==> config.mk <==
export PLATFORM = sky130hd
export DESIGN_NAME = ram_sample_writer
export DESIGN_NICKNAME = d
export VERILOG_FILES = /design/src/rtl/ram_writer_pkg.sv /design/src/rtl/sample_fifo.sv /design/src/rtl/ram_sample_writer.sv
export SDC_FILE = /design/constraint.sdc
export NUM_CORES = 1
export LEC_CHECK = 0
export CAP_MARGIN = 25
export CELL_PAD_IN_SITES_DETAIL_PLACEMENT = 0
export CELL_PAD_IN_SITES_GLOBAL_PLACEMENT = 2
export CORE_MARGIN = 4
export CORE_UTILIZATION = 36
export DETAILED_ROUTE_END_ITERATION = 7
export GPL_TIMING_DRIVEN = 1
export PLACE_DENSITY = 0.81
export SETUP_SLACK_MARGIN = 0.3
export SYNTH_ARGS = -nofsm -noshare
export SYNTH_HDL_FRONTEND = slang
export SYNTH_SLANG_ARGS = --single-unit
==> constraint.sdc <==
create_clock -name clk -period 5.2 [get_ports clk]
set_input_delay 1.04 -clock clk [delete_from_list [all_inputs] [get_ports clk]]
set_output_delay 1.04 -clock clk [all_outputs]
set_load 0.02 [all_outputs]
==> src/rtl/ram_writer_pkg.sv <==
// ram_writer_pkg
//  Shared definitions for the RAM sample writer: CSR word offsets, CTRL and
//  STATUS bit positions, the controller state encoding and the constant
//  Avalon byte-enable pattern.
//  No ports (package only).
package ram_writer_pkg;

    // CSR word offsets (s_address)
    localparam logic [1:0] CSR_CTRL   = 2'd0;
    localparam logic [1:0] CSR_BASE   = 2'd1;
    localparam logic [1:0] CSR_LENGTH = 2'd2;
    localparam logic [1:0] CSR_STATUS = 2'd3;

    // CTRL bit positions
    localparam int CTRL_ENABLE_BIT   = 0;
    localparam int CTRL_CIRCULAR_BIT = 1;
    localparam int CTRL_CLEAR_BIT    = 2;

    // STATUS bit positions (offset occupies the low bits)
    localparam int STAT_DONE_BIT     = 16;
    localparam int STAT_OVERFLOW_BIT = 17;
    localparam int STAT_BUSY_BIT     = 18;

    // Every write is a full word
    localparam logic [3:0] AVM_BYTEENABLE = 4'hF;

    typedef enum logic [1:0] {
        IDLE  = 2'd0,
        RUN   = 2'd1,
        DRAIN = 2'd2,
        DONE  = 2'd3
    } wr_state_t;

endpackage

==> src/rtl/sample_fifo.sv <==
// sample_fifo
//  Synchronous show-ahead FIFO: the oldest entry is always visible on
//  head_data while the FIFO is not empty. A push into a full FIFO is accepted
//  only when a pop happens in the same cycle; otherwise it is ignored (the
//  caller accounts for the drop). flush empties the FIFO in one cycle.
// Ports
//  clk, reset     clock, synchronous active-high reset
//  flush          discard all entries
//  push/push_data write request and data
//  pop            remove head entry (ignored when empty)
//  head_data      current head entry
//  full, empty    occupancy flags
module sample_fifo #(
    parameter int DATA_W = 32,
    parameter int DEPTH  = 4
) (
    input  logic              clk,
    input  logic              reset,
    input  logic              flush,
    input  logic              push,
    input  logic [DATA_W-1:0] push_data,
    input  logic              pop,
    output logic [DATA_W-1:0] head_data,
    output logic              full,
    output logic              empty
);

    localparam int PTR_W = $clog2(DEPTH);

    logic [PTR_W-1:0]  wr_ptr_reg;
    logic [PTR_W-1:0]  rd_ptr_reg;
    logic [PTR_W:0]    count_reg;
    logic [DATA_W-1:0] mem_reg [DEPTH];

    logic do_push;
    logic do_pop;

    assign full    = (count_reg == (PTR_W+1)'(DEPTH));
    assign empty   = (count_reg == '0);
    assign do_pop  = pop && !empty;
    // A full FIFO still takes a sample when the head leaves in the same cycle
    assign do_push = push && (!full || do_pop);

    assign head_data = mem_reg[rd_ptr_reg];

    always_ff @(posedge clk) begin
        if (reset || flush) begin
            wr_ptr_reg <= '0;
            rd_ptr_reg <= '0;
            count_reg  <= '0;
        end else begin
            if (do_push) begin
                wr_ptr_reg <= wr_ptr_reg + PTR_W'(1);
            end
            if (do_pop) begin
                rd_ptr_reg <= rd_ptr_reg + PTR_W'(1);
            end
            case ({do_push, do_pop})
                2'b10:   count_reg <= count_reg + (PTR_W+1)'(1);
                2'b01:   count_reg <= count_reg - (PTR_W+1)'(1);
                default: count_reg <= count_reg;
            endcase
        end
    end

    // Storage is pure datapath: no reset needed, contents are qualified by count
    generate
        for (genvar gi = 0; gi < DEPTH; gi++) begin : g_entry
            always_ff @(posedge clk) begin
                if (do_push && (wr_ptr_reg == PTR_W'(gi))) begin
                    mem_reg[gi] <= push_data;
                end
            end
        end
    endgenerate

endmodule

==> src/rtl/ram_sample_writer.sv <==
// ram_sample_writer
//  Avalon-MM write master that logs a non-stallable sample stream into an
//  on-chip RAM. Samples are buffered in a small FIFO and written as full words
//  at BASE+offset (wrapping at the physical RAM end), one-shot or circular.
//  A 4-register CSR slave configures, starts, stops and reports status.
// Ports
//  clk, reset        clock, synchronous active-high reset
//  sample_valid/data sample stream (cannot be stalled)
//  avm_*             Avalon-MM write master towards the RAM
//  s_*               Avalon-MM CSR slave (registered read data, 1-cycle latency)
module ram_sample_writer
    import ram_writer_pkg::*;
#(
    parameter int ADDR_W      = 13,
    parameter int DATA_W      = 32,
    parameter int DEPTH_WORDS = 5120,
    parameter int FIFO_DEPTH  = 4
) (
    input  logic              clk,
    input  logic              reset,
    input  logic              sample_valid,
    input  logic [DATA_W-1:0] sample_data,
    output logic [ADDR_W-1:0] avm_address,
    output logic              avm_chipselect,
    output logic              avm_write,
    output logic [3:0]        avm_byteenable,
    output logic [DATA_W-1:0] avm_writedata,
    input  logic              avm_waitrequest,
    input  logic [1:0]        s_address,
    input  logic              s_chipselect,
    input  logic              s_read,
    input  logic              s_write,
    input  logic [31:0]       s_writedata,
    output logic [31:0]       s_readdata
);

    localparam int LEN_W = ADDR_W + 1;
    localparam logic [LEN_W-1:0] DEPTH_LEN = LEN_W'(DEPTH_WORDS);

    // Registers
    wr_state_t         state_reg;
    logic              enable_reg;
    logic              circular_reg;
    logic [ADDR_W-1:0] base_reg;
    logic [LEN_W-1:0]  length_reg;
    logic [ADDR_W-1:0] offset_reg;
    logic [LEN_W-1:0]  accepted_reg;
    logic              done_reg;
    logic              overflow_reg;
    logic              clear_pending_reg;
    logic [31:0]       readdata_reg;

    // FIFO interface
    logic              fifo_full;
    logic              fifo_empty;
    logic [DATA_W-1:0] fifo_head;

    // Control decode
    logic              csr_wr;
    logic              csr_rd;
    logic              ctrl_wr;
    logic              clear_cmd;
    logic              start_cmd;
    logic              busy;
    logic [LEN_W-1:0]  len_eff;
    logic              write_active;
    logic              stall;
    logic              pop;
    logic              clear_req;
    logic              clear_apply;
    logic              last_offset;
    logic              quota_hit;
    logic              capture;
    logic              accept;
    logic              drop;
    logic [LEN_W-1:0]  addr_sum;
    logic [ADDR_W-1:0] addr_phys;
    logic [31:0]       csr_rdata;
    logic              csr_unused;

    assign csr_wr    = s_chipselect && s_write;
    assign csr_rd    = s_chipselect && s_read;
    assign ctrl_wr   = csr_wr && (s_address == CSR_CTRL);
    assign clear_cmd = ctrl_wr && s_writedata[CTRL_CLEAR_BIT];
    // Only a 0->1 transition of enable starts a capture; clear in the same
    // write suppresses it
    assign start_cmd = ctrl_wr && s_writedata[CTRL_ENABLE_BIT] && !s_writedata[CTRL_CLEAR_BIT]
                       && !enable_reg && !clear_pending_reg;
    assign busy      = (state_reg == RUN) || (state_reg == DRAIN);
    assign len_eff   = (length_reg == '0) ? DEPTH_LEN : length_reg;

    assign write_active = !fifo_empty;
    assign stall        = write_active && avm_waitrequest;
    assign pop          = write_active && !avm_waitrequest;

    // A clear waits behind a write held by waitrequest so the RAM sees the
    // original address/data complete exactly once
    assign clear_req   = clear_cmd || clear_pending_reg;
    assign clear_apply = clear_req && !stall;

    assign last_offset = ({1'b0, offset_reg} == (len_eff - LEN_W'(1)));
    assign quota_hit   = !circular_reg && (accepted_reg >= len_eff);
    assign capture     = (state_reg == RUN) && sample_valid && !clear_req && !quota_hit;
    assign accept      = capture && (!fifo_full || pop);
    assign drop        = capture && fifo_full && !pop;

    // Physical address wraps at the RAM end
    assign addr_sum = {1'b0, base_reg} + {1'b0, offset_reg};
    always_comb begin
        addr_phys = addr_sum[ADDR_W-1:0];
        if (addr_sum >= DEPTH_LEN) begin
            addr_phys = ADDR_W'(addr_sum - DEPTH_LEN);
        end
    end

    // Master outputs follow registered state only
    assign avm_write      = write_active;
    assign avm_chipselect = write_active;
    assign avm_byteenable = AVM_BYTEENABLE;
    assign avm_address    = write_active ? addr_phys : '0;
    assign avm_writedata  = write_active ? fifo_head : '0;
    assign s_readdata     = readdata_reg;

    assign csr_unused = &{1'b0, s_writedata[31:LEN_W]};

    always_comb begin
        csr_rdata = '0;
        case (s_address)
            CSR_CTRL: begin
                csr_rdata[CTRL_ENABLE_BIT]   = enable_reg;
                csr_rdata[CTRL_CIRCULAR_BIT] = circular_reg;
            end
            CSR_BASE:   csr_rdata[ADDR_W-1:0] = base_reg;
            CSR_LENGTH: csr_rdata[LEN_W-1:0]  = length_reg;
            default: begin
                csr_rdata[ADDR_W-1:0]        = offset_reg;
                csr_rdata[STAT_DONE_BIT]     = done_reg;
                csr_rdata[STAT_OVERFLOW_BIT] = overflow_reg;
                csr_rdata[STAT_BUSY_BIT]     = busy;
            end
        endcase
    end

    sample_fifo #(
        .DATA_W (DATA_W),
        .DEPTH  (FIFO_DEPTH)
    ) u_fifo (
        .clk       (clk),
        .reset     (reset),
        .flush     (clear_apply),
        .push      (capture),
        .push_data (sample_data),
        .pop       (pop),
        .head_data (fifo_head),
        .full      (fifo_full),
        .empty     (fifo_empty)
    );

    always_ff @(posedge clk) begin
        if (reset) begin
            state_reg         <= IDLE;
            enable_reg        <= 1'b0;
            circular_reg      <= 1'b0;
            base_reg          <= '0;
            length_reg        <= '0;
            offset_reg        <= '0;
            accepted_reg      <= '0;
            done_reg          <= 1'b0;
            overflow_reg      <= 1'b0;
            clear_pending_reg <= 1'b0;
            readdata_reg      <= '0;
        end else begin
            // CSR writes
            if (ctrl_wr) begin
                enable_reg   <= s_writedata[CTRL_ENABLE_BIT] && !s_writedata[CTRL_CLEAR_BIT];
                circular_reg <= s_writedata[CTRL_CIRCULAR_BIT];
            end
            if (csr_wr && (s_address == CSR_BASE) && !busy) begin
                base_reg <= s_writedata[ADDR_W-1:0];
            end
            if (csr_wr && (s_address == CSR_LENGTH) && !busy) begin
                length_reg <= s_writedata[LEN_W-1:0];
            end
            if (csr_rd) begin
                readdata_reg <= csr_rdata;
            end

            clear_pending_reg <= clear_req && stall;

            // Capture accounting
            if (drop) begin
                overflow_reg <= 1'b1;
            end
            if (accept && !circular_reg) begin
                accepted_reg <= accepted_reg + LEN_W'(1);
            end

            // Write completion
            if (pop) begin
                offset_reg <= last_offset ? '0 : offset_reg + ADDR_W'(1);
                if (!circular_reg && last_offset) begin
                    done_reg <= 1'b1;
                end
            end

            case (state_reg)
                IDLE, DONE: begin
                    if (start_cmd) begin
                        state_reg    <= RUN;
                        offset_reg   <= '0;
                        done_reg     <= 1'b0;
                        accepted_reg <= '0;
                    end
                end
                RUN: begin
                    if (!enable_reg || quota_hit) begin
                        state_reg <= DRAIN;
                    end
                end
                DRAIN: begin
                    // done_reg is already set by the final one-shot write
                    if (fifo_empty) begin
                        state_reg <= done_reg ? DONE : IDLE;
                    end
                end
                default: state_reg <= IDLE;
            endcase

            // Clear overrides everything once no write is held on the bus
            if (clear_apply) begin
                state_reg    <= IDLE;
                enable_reg   <= 1'b0;
                offset_reg   <= '0;
                accepted_reg <= '0;
                done_reg     <= 1'b0;
                overflow_reg <= 1'b0;
            end
        end
    end

endmodule

* Yosys cells after proc, flatten, opt, wreduce, memory -nomap -nowiden
Memory sizes are Yosys's and may differ from the RTL's. A register that Yosys moved wholly into a read port is not among the register bits.
Cells that the tools add are included.
** Storage, ports and cells
- Bits in registers :: 85
- Bits in writable memories :: 128
- Input port bits :: 73
- Output and inout bits :: 83
- Logic and storage cells :: 148
- Memories kept :: 1
** Memories
- u_fifo.mem_reg :: depth 4, bits a word 32, rd ports 1, clocked after memory_dff 1, wr ports 1, RTL line sample_fifo.sv:33 : logic [DATA_W-1:0] mem_reg [DEPTH];
** Cells by class
- $add $sub $neg :: 9
- Magnitude comparators :: 2
- Equal/unequal tests :: 15
- Multiplexer cells :: 44
- Reduce and logical (&&, ||, !) cells :: 63
** Operator list (count)
- $mux W32 :: 4
- $reduce_or A32 Y1 :: 3
- $mux W13 :: 6
- $mux W14 :: 4
- $pmux W11 S3 :: 1
- $logic_and A1 B1 Y1 :: 32
- $mux W2 :: 9
- $mux W1 :: 16
- $add A13 B13 Y14 :: 1
- $add A14 B1 Y14 const B :: 1
- $eq A13 B14 Y1 :: 1
- $ge A14 B13 Y1 const B :: 1
- $ge A14 B14 Y1 :: 1
- $logic_not A14 Y1 :: 1
- $sub A14 B1 Y14 const B :: 1
- $add A13 B1 Y13 const B :: 1
- $sub A13 B13 Y13 const B :: 1
- $eq A2 B2 Y1 const B :: 6
- $logic_not A1 Y1 :: 12
- $pmux W2 S3 :: 2
- $eq A2 B1 Y1 const B :: 4
- $logic_not A2 Y1 :: 3
- $logic_or A1 B1 Y1 :: 6
- $pmux W3 S2 :: 1
- other kinds (12) :: 15

* Logic depth before layout (Yosys ltp)
Gate-level depths: netlist (run 1).
- Depth in word-level cells :: 15
- Depth in mapped cells :: 19

* Modules after synthesis
From an unflattened synthesis (run 1), not the netlist that was laid out.
** Second synthesis, totals
- Cell total of the unflattened synthesis :: 949
- Area, all modules :: 10674.0 sq um
** Modules (own cells, without submodules)
- ram_sample_writer :: instances 1, cells each 718, area each 5517.8 sq um
- sample_fifo :: instances 1, cells each 231, area each 5156.2 sq um

* Least setup slack after synthesis (run 1)
Ideal clock, no wire load.
- Kind :: flip-flop to output port
- From :: register offset_reg[1]
- To :: output port avm_address[10]
- Arrival :: 3643 ps
- Path slack :: 517 ps
- Cell stages (with the launch flop) :: 15
- Path through :: dfxtp_1 ha_1 a21oi_1 o22ai_1 o41a_1 a22oi_1 nor2b_1 xor2_1 ha_1 or4b_1 nor3_1 nand3_1 o211ai_1 a21oi_1 nor3_1
** On the way
- Word-level cells in the longest chain between the ends :: 4
** RTL lines
- from (decl) :: RTL line ram_sample_writer.sv:46 : logic [ADDR_W-1:0] offset_reg;
- from (signal assigned) :: RTL line ram_sample_writer.sv:200 : offset_reg <= last_offset ? '0 : offset_reg + ADDR_W'(1);
- $add A13 B13 Y14 (*) :: RTL line ram_sample_writer.sv:108 : assign addr_sum = {1'b0, base_reg} + {1'b0, offset_reg};
- $sub A13 B13 Y13 / $ge A14 B13 Y1 (equally long branches) :: RTL line ram_sample_writer.sv:112, ram_sample_writer.sv:111
- $mux W13 (*) :: RTL line ram_sample_writer.sv:111 : if (addr_sum >= DEPTH_LEN) begin
- $mux W13 (*) :: RTL line ram_sample_writer.sv:120 : assign avm_address = write_active ? addr_phys : '0;
- to (decl) :: RTL line ram_sample_writer.sv:23 : output logic [ADDR_W-1:0] avm_address,
Mark *: on every way between the ends. The rest lies on a longest branch, timed or not.

* Worst setup path in the final report (run 1)
Same ends and word-level chain as after synthesis.

==> key figures, run 1 <==
Finish
  • Area Growth Syn to Fin: 25.2%
  • Layout cells sized above 1: 16.1%
  • Number of antenna diodes: 0
  • Final core occ: between 40% and 50%
  • Nets: 1166
  • Post-Layout Cell Count: 1454
  • Number of flip-flops in the largest register: 128
  • Design Area, Final: 0.0132 mm^2

GRT
  • Global route total overflow: 0
  • Largest net degree at the start of global routing: 48
  • Global-route wire length before repair: approximately 41 mm
  • Initial antenna violation count: 1
  • Vias in the first global route: roughly 7300
  • Overall global routing resource usage: 16.3%

Power
  • Leak: 4.55 nW
  • Total power: 4.76 mW
  • Clock Power Share: 36.9%
  • Pwr dens: 362 mW/mm^2
  • Internal: 3.42 mW
  • P_sw: 1.34 mW
  • Switch share: 28.2%
  • Worst vdd ir: roughly 280 uV
  • Combinational share of power: 22.9%
  • Seq pwr share: 40.2%

Clocking
  • Hold_buf cts: 0
  • Clock Pin Slew Worst Setup and Hold Paths: 60 ps
  • Worst skew pair latency: 530 ps
  • Longest Clk Path Bufs: 3
  • CTS tree: done
  • Root buf cell: clkbuf_16
  • Clock sink count: 215
  • Htree depth: 1
  • Num CTS Buffers: 25

Timing
  • Clock Skews: 16.4 ps
  • Worst-Margin Slew: 800 ps
  • Final setup vio count: 0
  • RSZ-0062 raised after global routing: yes
  • Max-Slew Margin vs Limit: 46.5%
  • Final number of hold-violating endpoints: 0
  • Tmin final: 4960 ps
  • Slew Viols, Final: 0
  • Peak Freq: 202 MHz
  • Setup TNS: 0 ps
  • Final Cycle Share: 95.4%

Synthesis
  • EDFF count, synth: around 130
  • Distinct cells, synth: 72
  • Ys async rst share: 0%
  • Top_reg_cell synth: edfxtp_1
  • Mean Syn Cell Area: 11.5 um^2
  • Post-synthesis register bit count: ~220
  • Sequential fraction of the synthesis area: between 50% and 60%
  • Synth warn: 0
  • Post-Syn Area: between 0.01 and 0.015 mm^2
  • Gate Count Post-Synth: 913

Route
  • WL final: 26.9 mm
  • Vias: 7300
  • Final ANT Viol Nets: 0
  • Initial DRC Count: 378
  • Via density: 5.02
  • Drt first pass iters: 5
  • Routed length per instance: 18.5 um
  • DR DRC count: 0

Setup path
  • Critical Path End Type: output port
  • CP arrival: approximately 3900 ps
  • CP Max Fanout: 3
  • Type of origin of the critical path: register
  • Critical path data required time: 4160 ps
  • Worst setup path class: reg2out

Placement
  • Port bufs: about 120
  • DP HPWL: 19.0 mm
  • Area after DPL: 0.0121 mm^2
  • RD Place Congestion: 0.806
  • Post-Place Cells: roughly 1400

Hold path
  • Min-Delay Path Class: reg2reg

Floorplanning
  • Core footprint: 0.0288 mm^2
  • Die Wd: 179 um
  • Die footprint: 0.0320 mm^2
  • Cell Rows: 62
  • Ports: 156
  • Die Y: 179 um
  • Initial core utilization: 36.5%

Flow run
  • Max Cap Violations: 0

Outcome
  • Status: finished, final reports clean
[worst paths after layout]
kind / start / endpoint / slack, ps / cells after the start
max: offset_reg[1] / avm_address[10] / 240 / 16
max reg2reg: length_reg[0] / u_fifo.count_reg[2] / 1110 / 18
min: s_readdata[13] / s_readdata[13] / 450 / 2
min reg2reg: s_readdata[13] / s_readdata[13] / 450 / 2
[per-stage QoR]
stage	hold WS, ps	setup WS, ps
2_1_floorplan	438	517
3_3_place_gp	444	9.69
3_5_place_dp	447	1.23
4_1_cts	456	106
5_1_grt	486	72.5
6_report	451	241
[critical path, stage by stage (launching register included)]
cell and delay (ps):
dfxtp_2 330, ha_4 240, a21oi_4 160, o22ai_2 100, o41a_1 360, a22oi_2 170
nor2b_4 190, xor2_2 180, ha_2 190, or4b_4 470, nor3_4 130, nand3_1 80
o211ai_1 280, buf_4 170, and3_1 140, nor3_1 50, buf_2 160
[synth_stat cells, drive strengths merged (20+ instances only)]
| cell | instances | area share [%] |
|---|---|---|
| a21oi | 61 | 2.9 |
| and2 | 41 | 2.4 |
| buf | 33 | 2.2 |
| clkbuf | 25 | 0.89 |
| dfxtp | 87 | 17 |
| edfxtp | 128 | 37 |
| ha | 40 | 4.8 |
| inv | 39 | 1.4 |
| mux4 | 34 | 7.3 |
| nand2 | 91 | 3.3 |
| nand3 | 22 | 1.1 |
| nor2 | 72 | 3.3 |
| nor3 | 29 | 1.7 |
| o21ai | 27 | 1.3 |
| xnor2 | 20 | 1.7 |
| xor2 | 22 | 1.8 |
[cell families (layout without fill, tap and decap cells)]
logic type	after synthesis	in the layout	share of synthesized area (%)
AOI/OAI and AO/OA	146	146	8.77
xor gates and xnor gates	42	42	3.50
adders and majority gates	42	42	5.14
buffers and inverters	97	237	4.46
DFF	215	215	53.1
muxes	44	44	8.27
other	2	19	0.0715
and+or+nand+nor	325	325	16.6
[final cells by class]
| class | instances | area [um^2] |
|---|---|---|
| clock buffers | 30 | 654 |
| clock inverters | 16 | 169 |
| fillers | 2662 | 15600 |
| inverters | 39 | 146 |
| multi-input cells | 618 | 4690 |
| flip-flops and latches | 215 | 5600 |
| well taps | 384 | 480 |
| repair buffers | 152 | 1430 |
[power by group through the flow]
stage | combinational (mW) | sequential [mW] | clock (mW)
6_report | 1.09 | 1.91 | 1.76
3_5_place_dp | 1.10 | 1.95 | 0
5_1_grt | 1.18 | 1.92 | 1.87
3_3_place_gp | 1.10 | 1.95 | 0
2_1_floorplan | 0.671 | 1.93 | 0
4_1_cts | 1.11 | 1.91 | 1.80
[per-layer routing]
layer / GRT usage [%] / share of wire, % / vias up
met4: 3.07 / 1.3 / 2
met5: 0 / 0.074 / -
li1: - / - / 3581
met3: 2.51 / 4.3 / 32
met1: 23.6 / 48 / 3546
met2: 26.4 / 46 / 139
[timing repair]
action                                 in CTS  in global routing
setup endpoints to repair                   2                  3
setup buffers                               4                  3
resized for setup                          30                 13
endpoints found under the hold margin       0                  0
pin swaps                                   7                  8
cloned                                      0                  0
[cells in the final DEF (no fill, tap or decap), types with 10 or more instances in the layout]
cell,instances
a221oi_1,11
edfxtp_1,128
nand4_1,10
nor3_1,23
ha_1,34
o21ai_0,25
and2_1,40
dfxtp_1,78
and3_1,15
clkbuf_16,25
xnor2_1,20
clkdlybuf4s50_1,115
conb_1,19
xor2_1,20
a21oi_1,59
nand2_1,91
inv_1,39
mux4_2,34
nor2_1,57
nand3_1,20
buf_4,34
(Power assumes the default switching activity.)
==> run 2, diff against run 1 <==
Settings changed: ABC_AREA set to 0.
==> results of run 2 <==
Same layout as run 1: the final DEF is identical, and so are final timing and power.
==> run 3, diff against run 2 <==
Settings changed: CORE_MARGIN 4 to not set, SETUP_SLACK_MARGIN 0.3 to not set.
==> key figures, run 3 (synthesized netlist as in run 1, its figures left out) <==
Outcome
  • Status: finished, final reports clean

Placement
  • RD Place Congestion: 0.806 (about the same)
  • DP Worst Slack: 14.4 ps (+13.2 ps)
  • DP HPWL: 17.9 mm (-5.5%)
  • Port bufs: 118 (unchanged)

Finish
  • Number of flip-flops in the largest register: 128 (unchanged)
  • Final core occ: 45.2% (-0.54 points)
  • Nets: 1161 (-0.43%)
  • Most frequent cells in the layout: edfxtp_1, clkdlybuf4s50_1, nand2_1, dfxtp_1, a21oi_1
  • Area Growth Syn to Fin: 23.4%
  • Layout cells sized above 1: 14.4% (-1.7 points)
  • Commonest non-fill, non-tap cell in the layout: edfxtp_1
  • Filler Cell Count: 2682 (+0.75%)
  • Number of antenna diodes: 0 (unchanged)

Route
  • Vias: 7152 (-2.0%)
  • Highest routed layer: met4
  • DR DRC count: 0 (unchanged)
  • Via density: 4.95 (-1.4%)
  • Routed length on met2: 11.8 mm (-5.2%)
  • Initial DRC Count: 469 (+24%)
  • WL final: 25.6 mm (-4.9%)
  • Final ANT Viol Nets: 0 (unchanged)
  • WL met1: 12.3 mm (-4.7%)
  • Drt first pass iters: 4 (-1)
  • Routed length per instance: 17.7 um (-4.3%)
  • WL met3: 1.08 mm (-7.0%)

Setup path
  • R2r setup slk: 1070 ps (-40 ps)
  • R2R depth: 18 (unchanged)
  • Type of origin of the critical path: register
  • Critical Path End: avm_address[10]
  • R2R Path End: u_fifo.count_reg[2]
  • Critical path cell sequence: ha_4 > a21oi_2 > o22ai_2 > o41a_1 > a22oi_2 > nor2b_4 > xor2_2 > ha_2 > or4b_4 > nor3_2 > nand3_1 > o211ai_1 > buf_4 > and3_1 > nor3_1 > buf_2
  • Critical Path End Type: output port
  • RR Startpoint: length_reg[1]
  • CP Max Fanout: 5 (+2)
  • Critical Path Max Stage Delay: 450 ps (-20 ps)
  • Worst setup path class: reg2out
  • Slowest cell on crit path: or4b_4
  • Critical path data required time: 4160 ps (about the same)
  • Crit path from: base_reg[3]
  • CP arrival: 4010 ps (+90 ps)

Clocking
  • Worst skew pair latency: 520 ps (about the same)
  • Clock sink count: 215 (unchanged)
  • CTS tree: done
  • Clock Pin Slew Worst Setup and Hold Paths: 60 ps (about the same)
  • Hold_buf cts: 0 (unchanged)
  • Root buf cell: clkbuf_16
  • Num CTS Buffers: 24 (-4.0%)
  • Longest Clk Path Bufs: 3 (unchanged)
  • Htree depth: 1 (unchanged)

Timing
  • WHS: 457 ps (+5.67 ps)
  • Slew Viols, Final: 0 (unchanged)
  • Post-route setup slack: 155 ps (-86.1 ps)
  • RSZ-0062 raised after global routing: yes
  • Tmin final: 5050 ps (+86.1 ps)
  • Max-Slew Margin vs Limit: 29.9% (-17 points)
  • Worst-Margin Slew: 1050 ps (+249 ps)
  • Clock Skews: 13.0 ps (-3.31 ps)
  • Final setup vio count: 0 (unchanged)
  • Final number of hold-violating endpoints: 0 (unchanged)
  • Final Cycle Share: 97.0% (+1.7 points)
  • Setup TNS: 0 ps (unchanged)
  • Peak Freq: 198 MHz (-1.7%)

GRT
  • Initial antenna violation count: 0 (-1)
  • Largest net degree at the start of global routing: 48 (unchanged)
  • Overall global routing resource usage: 17.2% (+0.82 points)
  • Vias in the first global route: 7100 (-3.2%)
  • Global route total overflow: 0 (unchanged)
  • Global-route wire length before repair: 40.4 mm (-1.7%)

Floorplanning
  • Core footprint: 0.0287 mm^2 (-0.27%)
  • Cell Rows: 62 (unchanged)
  • Die Y: 173 um (-3.4%)
  • Die Wd: 173 um (-3.4%)
  • Die footprint: 0.0299 mm^2 (-6.6%)
  • Initial core utilization: 36.6% (+0.099 points)
  • Ports: 156 (unchanged)

Power
  • Leak: 4.47 nW (-1.8%)
  • Pwr dens: 351 mW/mm^2 (-3.0%)
  • Total power: 4.55 mW (-4.4%)
  • Worst vdd ir: 197 uV (-30%)

Hold path
  • Min-Delay Path Class: reg2reg

Flow run
  • Max Cap Violations: 0 (unchanged)
-- run 3: cell type report --
cell class | instances | area, um^2 | share of cell area [%]
sequential | 215 | 5590 | 43.1
clock buffer | 35 | 672 | 5.18
clock inverter | 6 | 41.3 | 0.318
inverter | 39 | 146 | 1.13
tap | 384 | 480 | 3.70
timing repair buffer | 148 | 1390 | 10.7
multi-input combinational | 618 | 4640 | 35.8
-- run 3: how the worst min path moves through the flow --
| stage | cells past startpoint | startpoint | end |
|---|---|---|---|
| final | 2 | s_readdata[13] | s_readdata[13] |
| after CTS | 2 | s_readdata[13] | s_readdata[13] |
| after global routing | 2 | s_readdata[13] | s_readdata[13] |
| after floorplan | 2 | overflow_reg | overflow_reg |
| after detailed placement | 2 | s_readdata[13] | s_readdata[13] |
| after global placement | 2 | s_readdata[13] | s_readdata[13] |
-- run 3: metal layers --
layer	vias to the layer above	GRT usage [%]
li1	3544	-
met1	3442	24.6
met2	138	27.4
met3	28	2.53
met4	0	4.02
met5	-	0
-- run 3: what timing repair did --
item	in CTS	in global routing
pin swaps	2	7
resized for setup	15	20
setup endpoints to repair	2	2
buffers inserted	1	2
-- run 3: critical path, delay by kind of cell, from the launching register on --
kind / cells / cell delay (ps)
adders and majority gates: 2 / 450
buffers and inverters: 2 / 330
xor gates and xnor gates: 1 / 160
AOI/OAI and AO/OA: 5 / 1130
and+or+nand+nor: 6 / 1080
DFF: 1 / 340
-- run 3: per-stage QoR --
step                      instance area (um^2)  std cells
after floorplan                          10600        930
after global placement                   12100       1401
after detailed placement                 12100       1401
after CTS                                12900       1443
after global routing                     13000       1445
final                                    13000       1445
-- run 3: report_power, final --
group | internal (mW) | switching, mW | leakage (nW)
logic | 0.499 | 0.579 | 2.27
registers | 1.86 | 0.0591 | 1.86
clock network | 0.891 | 0.662 | 0.345
